--- src/rtl/fifo_sync_ctrl_pkg.sv ---
// Shared sizing helpers for the single-clock FIFO controller.
// Pointers carry one extra wrap bit above the memory address. This lets
// occupancy range over 0..depth inclusive without a separate flag.
package fifo_sync_ctrl_pkg;

    // Pointer width: address bits plus one wrap bit.
    function automatic int ptr_width(input int addr_width);
        return addr_width + 1;
    endfunction

    // Number of words in the attached memory.
    function automatic int fifo_depth(input int addr_width);
        return 1 << addr_width;
    endfunction

endpackage

--- src/rtl/fifo_sync_ctrl_arb.sv ---
// Round-robin arbiter that shares one push port among N requesters.
// Latency: the grant is combinational from req/enable. The priority pointer updates at the granting edge.
// Backpressure: with enable low, no grant is issued and the priority holds.
//
// Ports:
//   clk, rst_n  clock, async active-low reset (priority returns to requester 0)
//   req         per-requester request
//   enable      allows a grant this cycle (low when the FIFO cannot accept)
//   gnt         one-hot grant, all zero when nothing is granted
module rr_arbiter #(
    parameter int N = 2
) (
    input  logic         clk,
    input  logic         rst_n,
    input  logic [N-1:0] req,
    input  logic         enable,
    output logic [N-1:0] gnt
);

    localparam int PW = (N > 1) ? $clog2(N) : 1;

    logic [PW-1:0] prio;
    logic [PW-1:0] gnt_idx;
    logic          found;

    // Scan requesters starting at the current priority index, wrapping
    // around. The first active request wins.
    always_comb begin
        gnt     = '0;
        gnt_idx = '0;
        found   = 1'b0;
        for (int k = 0; k < N; k++) begin
            if (enable && !found && req[(int'(prio) + k) % N]) begin
                found                      = 1'b1;
                gnt[(int'(prio) + k) % N]  = 1'b1;
                gnt_idx                    = PW'((int'(prio) + k) % N);
            end
        end
    end

    // The requester after the winner gets first look next time.
    always_ff @(posedge clk or negedge rst_n) begin
        if (!rst_n) begin
            prio <= '0;
        end else if (found) begin
            prio <= (gnt_idx == PW'(N - 1)) ? '0 : gnt_idx + 1'b1;
        end
    end

endmodule

--- src/rtl/fifo_sync_ctrl.sv ---
// Single-clock FIFO controller: arbitrates N producers onto one fifomem, tracks pointers and flags.
// Latency: a push or pop is accepted in the same cycle. Popped data appears on mem rdata one cycle later, with rd_valid.
// Backpressure: while full, wr_gnt stays 0 and requesters hold. rd_req while empty is ignored.
//
// Optional feature macro: FIFO_SYNC_CTRL_ERR_EN adds sticky overflow/underflow outputs.
//
// Ports:
//   clk, rst_n            clock (also drives fifomem wclk/rclk), async active-low reset
//   wr_req/wr_data        per-requester push request and data (requester i at [i*DATA_WIDTH +: DATA_WIDTH])
//   wr_gnt                one-hot push acceptance, combinational
//   rd_req                pop request
//   rd_valid              registered; high while fifomem rdata holds the popped word
//   full/empty/almost_full/count   occupancy status, combinational from the pointer registers
//   mem_*                 fifomem write/read port controls
//   overflow/underflow    (FIFO_SYNC_CTRL_ERR_EN only) sticky error flags, cleared by reset
module fifo_sync_ctrl
    import fifo_sync_ctrl_pkg::*;
#(
    parameter int DATA_WIDTH = 8,
    parameter int ADDR_WIDTH = 4,
    parameter int NUM_REQ    = 2,
    parameter int AF_LEVEL   = 12
) (
    input  logic                          clk,
    input  logic                          rst_n,
    input  logic [NUM_REQ-1:0]            wr_req,
    input  logic [NUM_REQ*DATA_WIDTH-1:0] wr_data,
    output logic [NUM_REQ-1:0]            wr_gnt,
    input  logic                          rd_req,
    output logic                          rd_valid,
    output logic                          full,
    output logic                          empty,
    output logic                          almost_full,
    output logic [ADDR_WIDTH:0]           count,
    output logic                          mem_wclken,
    output logic [ADDR_WIDTH-1:0]         mem_waddr,
    output logic [DATA_WIDTH-1:0]         mem_wdata,
    output logic                          mem_rclken,
    output logic [ADDR_WIDTH-1:0]         mem_raddr,
    output logic                          mem_wfull,
    output logic                          mem_rempty
`ifdef FIFO_SYNC_CTRL_ERR_EN
    ,
    output logic                          overflow,
    output logic                          underflow
`endif
);

    localparam int PW = ptr_width(ADDR_WIDTH);
    localparam logic [PW-1:0] DEPTH_CNT = PW'(fifo_depth(ADDR_WIDTH));
    localparam logic [PW-1:0] AF_CNT    = PW'(AF_LEVEL);

    logic [PW-1:0]         wptr;
    logic [PW-1:0]         rptr;
    logic [DATA_WIDTH-1:0] wdata_mux;
    logic                  arb_en;
    logic                  push;
    logic                  pop;

    // Occupancy comes straight from the registered pointers. Modulo
    // subtraction handles wrap, because the extra pointer bit tells
    // full apart from empty.
    assign count       = wptr - rptr;
    assign full        = (count == DEPTH_CNT);
    assign empty       = (count == '0);
    assign almost_full = (count >= AF_CNT);

    // Gating with rst_n keeps wr_gnt low for the whole reset, even if
    // requesters are still asserting.
    assign arb_en = !full && rst_n;

    rr_arbiter #(
        .N (NUM_REQ)
    ) u_arb (
        .clk    (clk),
        .rst_n  (rst_n),
        .req    (wr_req),
        .enable (arb_en),
        .gnt    (wr_gnt)
    );

    // Because wr_gnt is one-hot, the data mux is a simple priority-free select.
    always_comb begin
        wdata_mux = '0;
        for (int i = 0; i < NUM_REQ; i++) begin
            if (wr_gnt[i]) begin
                wdata_mux = wr_data[i*DATA_WIDTH +: DATA_WIDTH];
            end
        end
    end

    assign push = |wr_gnt;
    assign pop  = rd_req && !empty;

    assign mem_wclken = push;
    assign mem_waddr  = wptr[ADDR_WIDTH-1:0];
    assign mem_wdata  = wdata_mux;
    assign mem_rclken = pop;
    assign mem_raddr  = rptr[ADDR_WIDTH-1:0];
    assign mem_wfull  = full;
    assign mem_rempty = empty;

    // rd_valid follows the read-enable by one cycle, which is exactly when
    // fifomem presents the addressed word on rdata.
    always_ff @(posedge clk or negedge rst_n) begin
        if (!rst_n) begin
            wptr     <= '0;
            rptr     <= '0;
            rd_valid <= 1'b0;
        end else begin
            if (push) begin
                wptr <= wptr + 1'b1;
            end
            if (pop) begin
                rptr <= rptr + 1'b1;
            end
            rd_valid <= pop;
        end
    end

`ifdef FIFO_SYNC_CTRL_ERR_EN
    // Sticky flags record any attempt against a full or empty FIFO,
    // even though the controller refuses that attempt.
    always_ff @(posedge clk or negedge rst_n) begin
        if (!rst_n) begin
            overflow  <= 1'b0;
            underflow <= 1'b0;
        end else begin
            if ((|wr_req) && full) begin
                overflow <= 1'b1;
            end
            if (rd_req && empty) begin
                underflow <= 1'b1;
            end
        end
    end
`endif

endmodule

--- config.mk ---
export PLATFORM = sky130hd
export DESIGN_NAME = fifo_sync_ctrl
export DESIGN_NICKNAME = d
export VERILOG_FILES = /design/src/rtl/fifo_sync_ctrl_pkg.sv /design/src/rtl/fifo_sync_ctrl_arb.sv /design/src/rtl/fifo_sync_ctrl.sv
export SDC_FILE = /design/constraint.sdc
export NUM_CORES = 1
export LEC_CHECK = 0
export CAP_MARGIN = 20
export CELL_PAD_IN_SITES_DETAIL_PLACEMENT = 2
export CELL_PAD_IN_SITES_GLOBAL_PLACEMENT = 2
export CORE_AREA = 4 4 86 64
export CTS_CLUSTER_SIZE = 25
export DETAILED_ROUTE_END_ITERATION = 8
export DIE_AREA = 0 0 90 68
export PLACE_DENSITY_LB_ADDON = 0.1
export REMOVE_ABC_BUFFERS = 1
export SETUP_SLACK_MARGIN = 0.1
export SLEW_MARGIN = 20
export SYNTH_ARGS = -nofsm -noshare
export SYNTH_HDL_FRONTEND = slang
export SYNTH_SLANG_ARGS = --single-unit
--- constraint.sdc ---
create_clock -name clk -period 3.98 [get_ports clk]
set_clock_uncertainty 0.1 [all_clocks]
set_input_delay 0.796 -clock clk [delete_from_list [all_inputs] [get_ports clk]]
set_output_delay 0.796 -clock clk [all_outputs]
set_load 0.05 [all_outputs]
==> reports/metrics.yaml <==
clocking:
  cts.sinks: 12
  cts_root_buffer: "clkbuf_8"
  cts_setup_buffers: 0
  clockBufferDepth: 2
  hold_buffers: 0
  htree_num_levels: 1
  cts_tree: "built"
  numCtsBuffers: 3
  clkTransAtPathRegs_ns: 0.06
  insertion_delay_ns: 0.25
detailed_routing:
  vias: 910
  drc: 0
  detail_route.wl_per_cell_um: 15.85
  drt_pass1_iterations: 4
  finalWirelength_um: 3281
  drt_iter0_drc: 23
  drt-vias-per-instance: 4.396
  antenna_left: 0
grt:
  grt_pass1_vias: 991
  track_usage: 0.1107
  grt_max_degree: 12
  grt_first_pass_wirelength_um: 5278
  antenna_found_initial: 0
  gr-total-overflow: 0
place:
  io_buffer_count: 51
  gp_congestion: 0.7786
  dp_hpwl_um: 2750
  pre_cts_slack_ns: 0.3589
synth:
  ys_warn_count: 0
  avgSynthCellArea_um2: 9.128
  synth-seq-cells: 12
  syn_area_um2: 958.4
  syn-instance-count: 105
  synth_seq_area_share: 0.3133
  synthDistinctLibCells: 31
  synthTopCellsByArea: "dfrtp_1 (31%), buf_4 (8.6%), ha_1 (7.8%)"
  synth_top_area_frac: 0.3133
  synth_top_cell_by_area: "dfrtp_1"
critical_path:
  cp-start-kind: "flip-flop"
  required_ns: 3.08
  worst_setup_path_end_kind: "output port"
  path_max_fanout: 5
  crit_arrival_ns: 2.80
  worstSetupPathType: "flip-flop to output port"
sta:
  rsz0062_at_grt: "no"
  fin_crit_ns: 3.697
  max_slew.worst_pin.slew_ns: 0.5208
  finalCritPeriodShare: 0.9290
  relSlewSlack: 0.6517
  finalMaxSlewViolations: 0
  setup_viol: 0
  hold_violations: 0
  finalWorstSetupSlack_ns: 0.2828
  timing.fmax_mhz: 270.5
final_layout:
  area_delta_synth_final_pct: 56.27
  insertedDiodeCount: 0
  layout-drive-gt1-share: 0.1800
  regArea_um2: 300.3
  nNetsFinal: 180
  multi_input_area_um2: 549.3
  nFillCells: 523
outcome:
  status: "completed"
floorplan:
  die_width_um: 90
  core_um2: 4651
  io_pins: 52
  die_h_um: 68
  num_rows: 21
  design.die.area_um2: 6120
  start_util: 0.2061
run:
  drv_cap: 0
worst_hold_path:
  worstHoldPathType: "flip-flop to flip-flop"
-- worst paths after layout --
kind	start	endpoint	slack (ns)	depth (start not counted)
worst max-delay path	wptr[0]	mem_rclken	0.28	10
worst min-delay path	wptr[4]	wptr[4]	0.39	1
worst max register to register	wptr[0]	rptr[1]	1.12	9
worst min register to register	wptr[4]	wptr[4]	0.39	1
max in group asynchronous	rst_n	rptr[4]	2.56	2
min in group asynchronous	rst_n	wptr[2]	0.73	1
-- stage by stage --
| step | utilization | instance area, um2 | setup TNS, ns | instances | hold slack, ns |
|---|---|---|---|---|---|
| 6_report | 0.3220 | 1498 | 0 | 207 | 0.3910 |
| 5_1_grt | 0.3220 | 1498 | 0 | 207 | 0.4263 |
| 4_1_cts | 0.3210 | 1493 | 0 | 207 | 0.3936 |
| 3_5_place_dp | 0.3115 | 1449 | 0 | 204 | 0.3793 |
| 3_3_place_gp | 0.3115 | 1449 | 0 | 204 | 0.3797 |
| 2_1_floorplan | - | 872.1 | -9.871 | 93 | 0.3604 |
-- area by class of cell --
class                      count  area share
clock buffer                   3     0.02757
inverter                       8     0.02005
multi-input combinational     73      0.3667
sequential                    12      0.2005
tap                           57     0.04762
timing repair buffer          54      0.3375
-- cells in the mapped netlist --
cell / number
dfrtp_1: 12
buf_4: 11
nor2_1: 9
a22oi_1: 8
inv_1: 8
ha_1: 6
nand3_1: 6
xor2_1: 6
xnor2_1: 5
a21oi_1: 3
and3_1: 3
nand2_1: 3
nand2b_1: 2
nand3b_1: 2
nor2b_1: 2
nor3_1: 2
nor3b_1: 2
o21ai_0: 2
a211o_1: 1
a211oi_4: 1
a21boi_0: 1
a21o_1: 1
a2bb2o_1: 1
and2_1: 1
buf_1: 1
fa_1: 1
mux2_2: 1
mux2_4: 1
nand4b_1: 1
nor2_2: 1
o21ai_1: 1
-- flip-flops by register name, indices dropped and copies added, names as in the netlist, named ones only --
signal,count
rptr,5
wptr,5
rd_valid,1
-- cell families after synthesis --
| kind of cell | Yosys count | share of synthesized area |
|---|---|---|
| adder cells (fa/ha/maj) | 7 | 0.09922 |
| XOR/XNOR | 11 | 0.1005 |
| multiplexers | 2 | 0.02741 |
| AO/OA/AOI/OAI | 19 | 0.1501 |
| flip-flops | 12 | 0.3133 |
| AND/OR/NAND/NOR | 34 | 0.1880 |
| buffers and inverters | 20 | 0.1214 |
-- cell usage in the layout, fill, tap and decap left out, drive strengths merged, types with 2 or more instances in the layout --
master / netlist / routed
nand2b: 2 / 2
nor2: 10 / 10
nor3b: 2 / 2
mux2: 2 / 2
xnor2: 5 / 5
dfrtp: 12 / 12
clkdlybuf4s50: 0 / 35
xor2: 6 / 6
ha: 6 / 6
a22oi: 8 / 8
nand3: 6 / 6
buf: 12 / 19
clkbuf: 0 / 3
and3: 3 / 3
o21ai: 3 / 3
nand3b: 2 / 2
inv: 8 / 8
nor2b: 2 / 2
nor3: 2 / 2
nand2: 3 / 3
a21oi: 3 / 3
-- metal layers --
layer,vias up,share of wire,global-route usage
li1,441,-,-
met1,448,0.47,0.1416
met2,18,0.48,0.1860
met3,3,0.045,0.03516
met4,0,0.0061,0.02290
met5,-,0,0
-- timing repair --
item	in CTS	in global routing
endpoints found under the setup margin	1	1
pin swaps	0	0
gates resized for setup	1	1
-- worst max-delay path: stages, from the launching register on --
cell      delay, ns
dfrtp_1        0.42
inv_1          0.14
ha_1           0.17
inv_1          0.05
fa_1           0.47
nand3b_1       0.18
a211o_1        0.32
a2bb2o_1       0.38
nand2_1        0.16
inv_1          0.07
buf_4          0.19
Power is not shown: default switching activity piles up to over one toggle a cycle in this logic, so the estimate is an artifact.
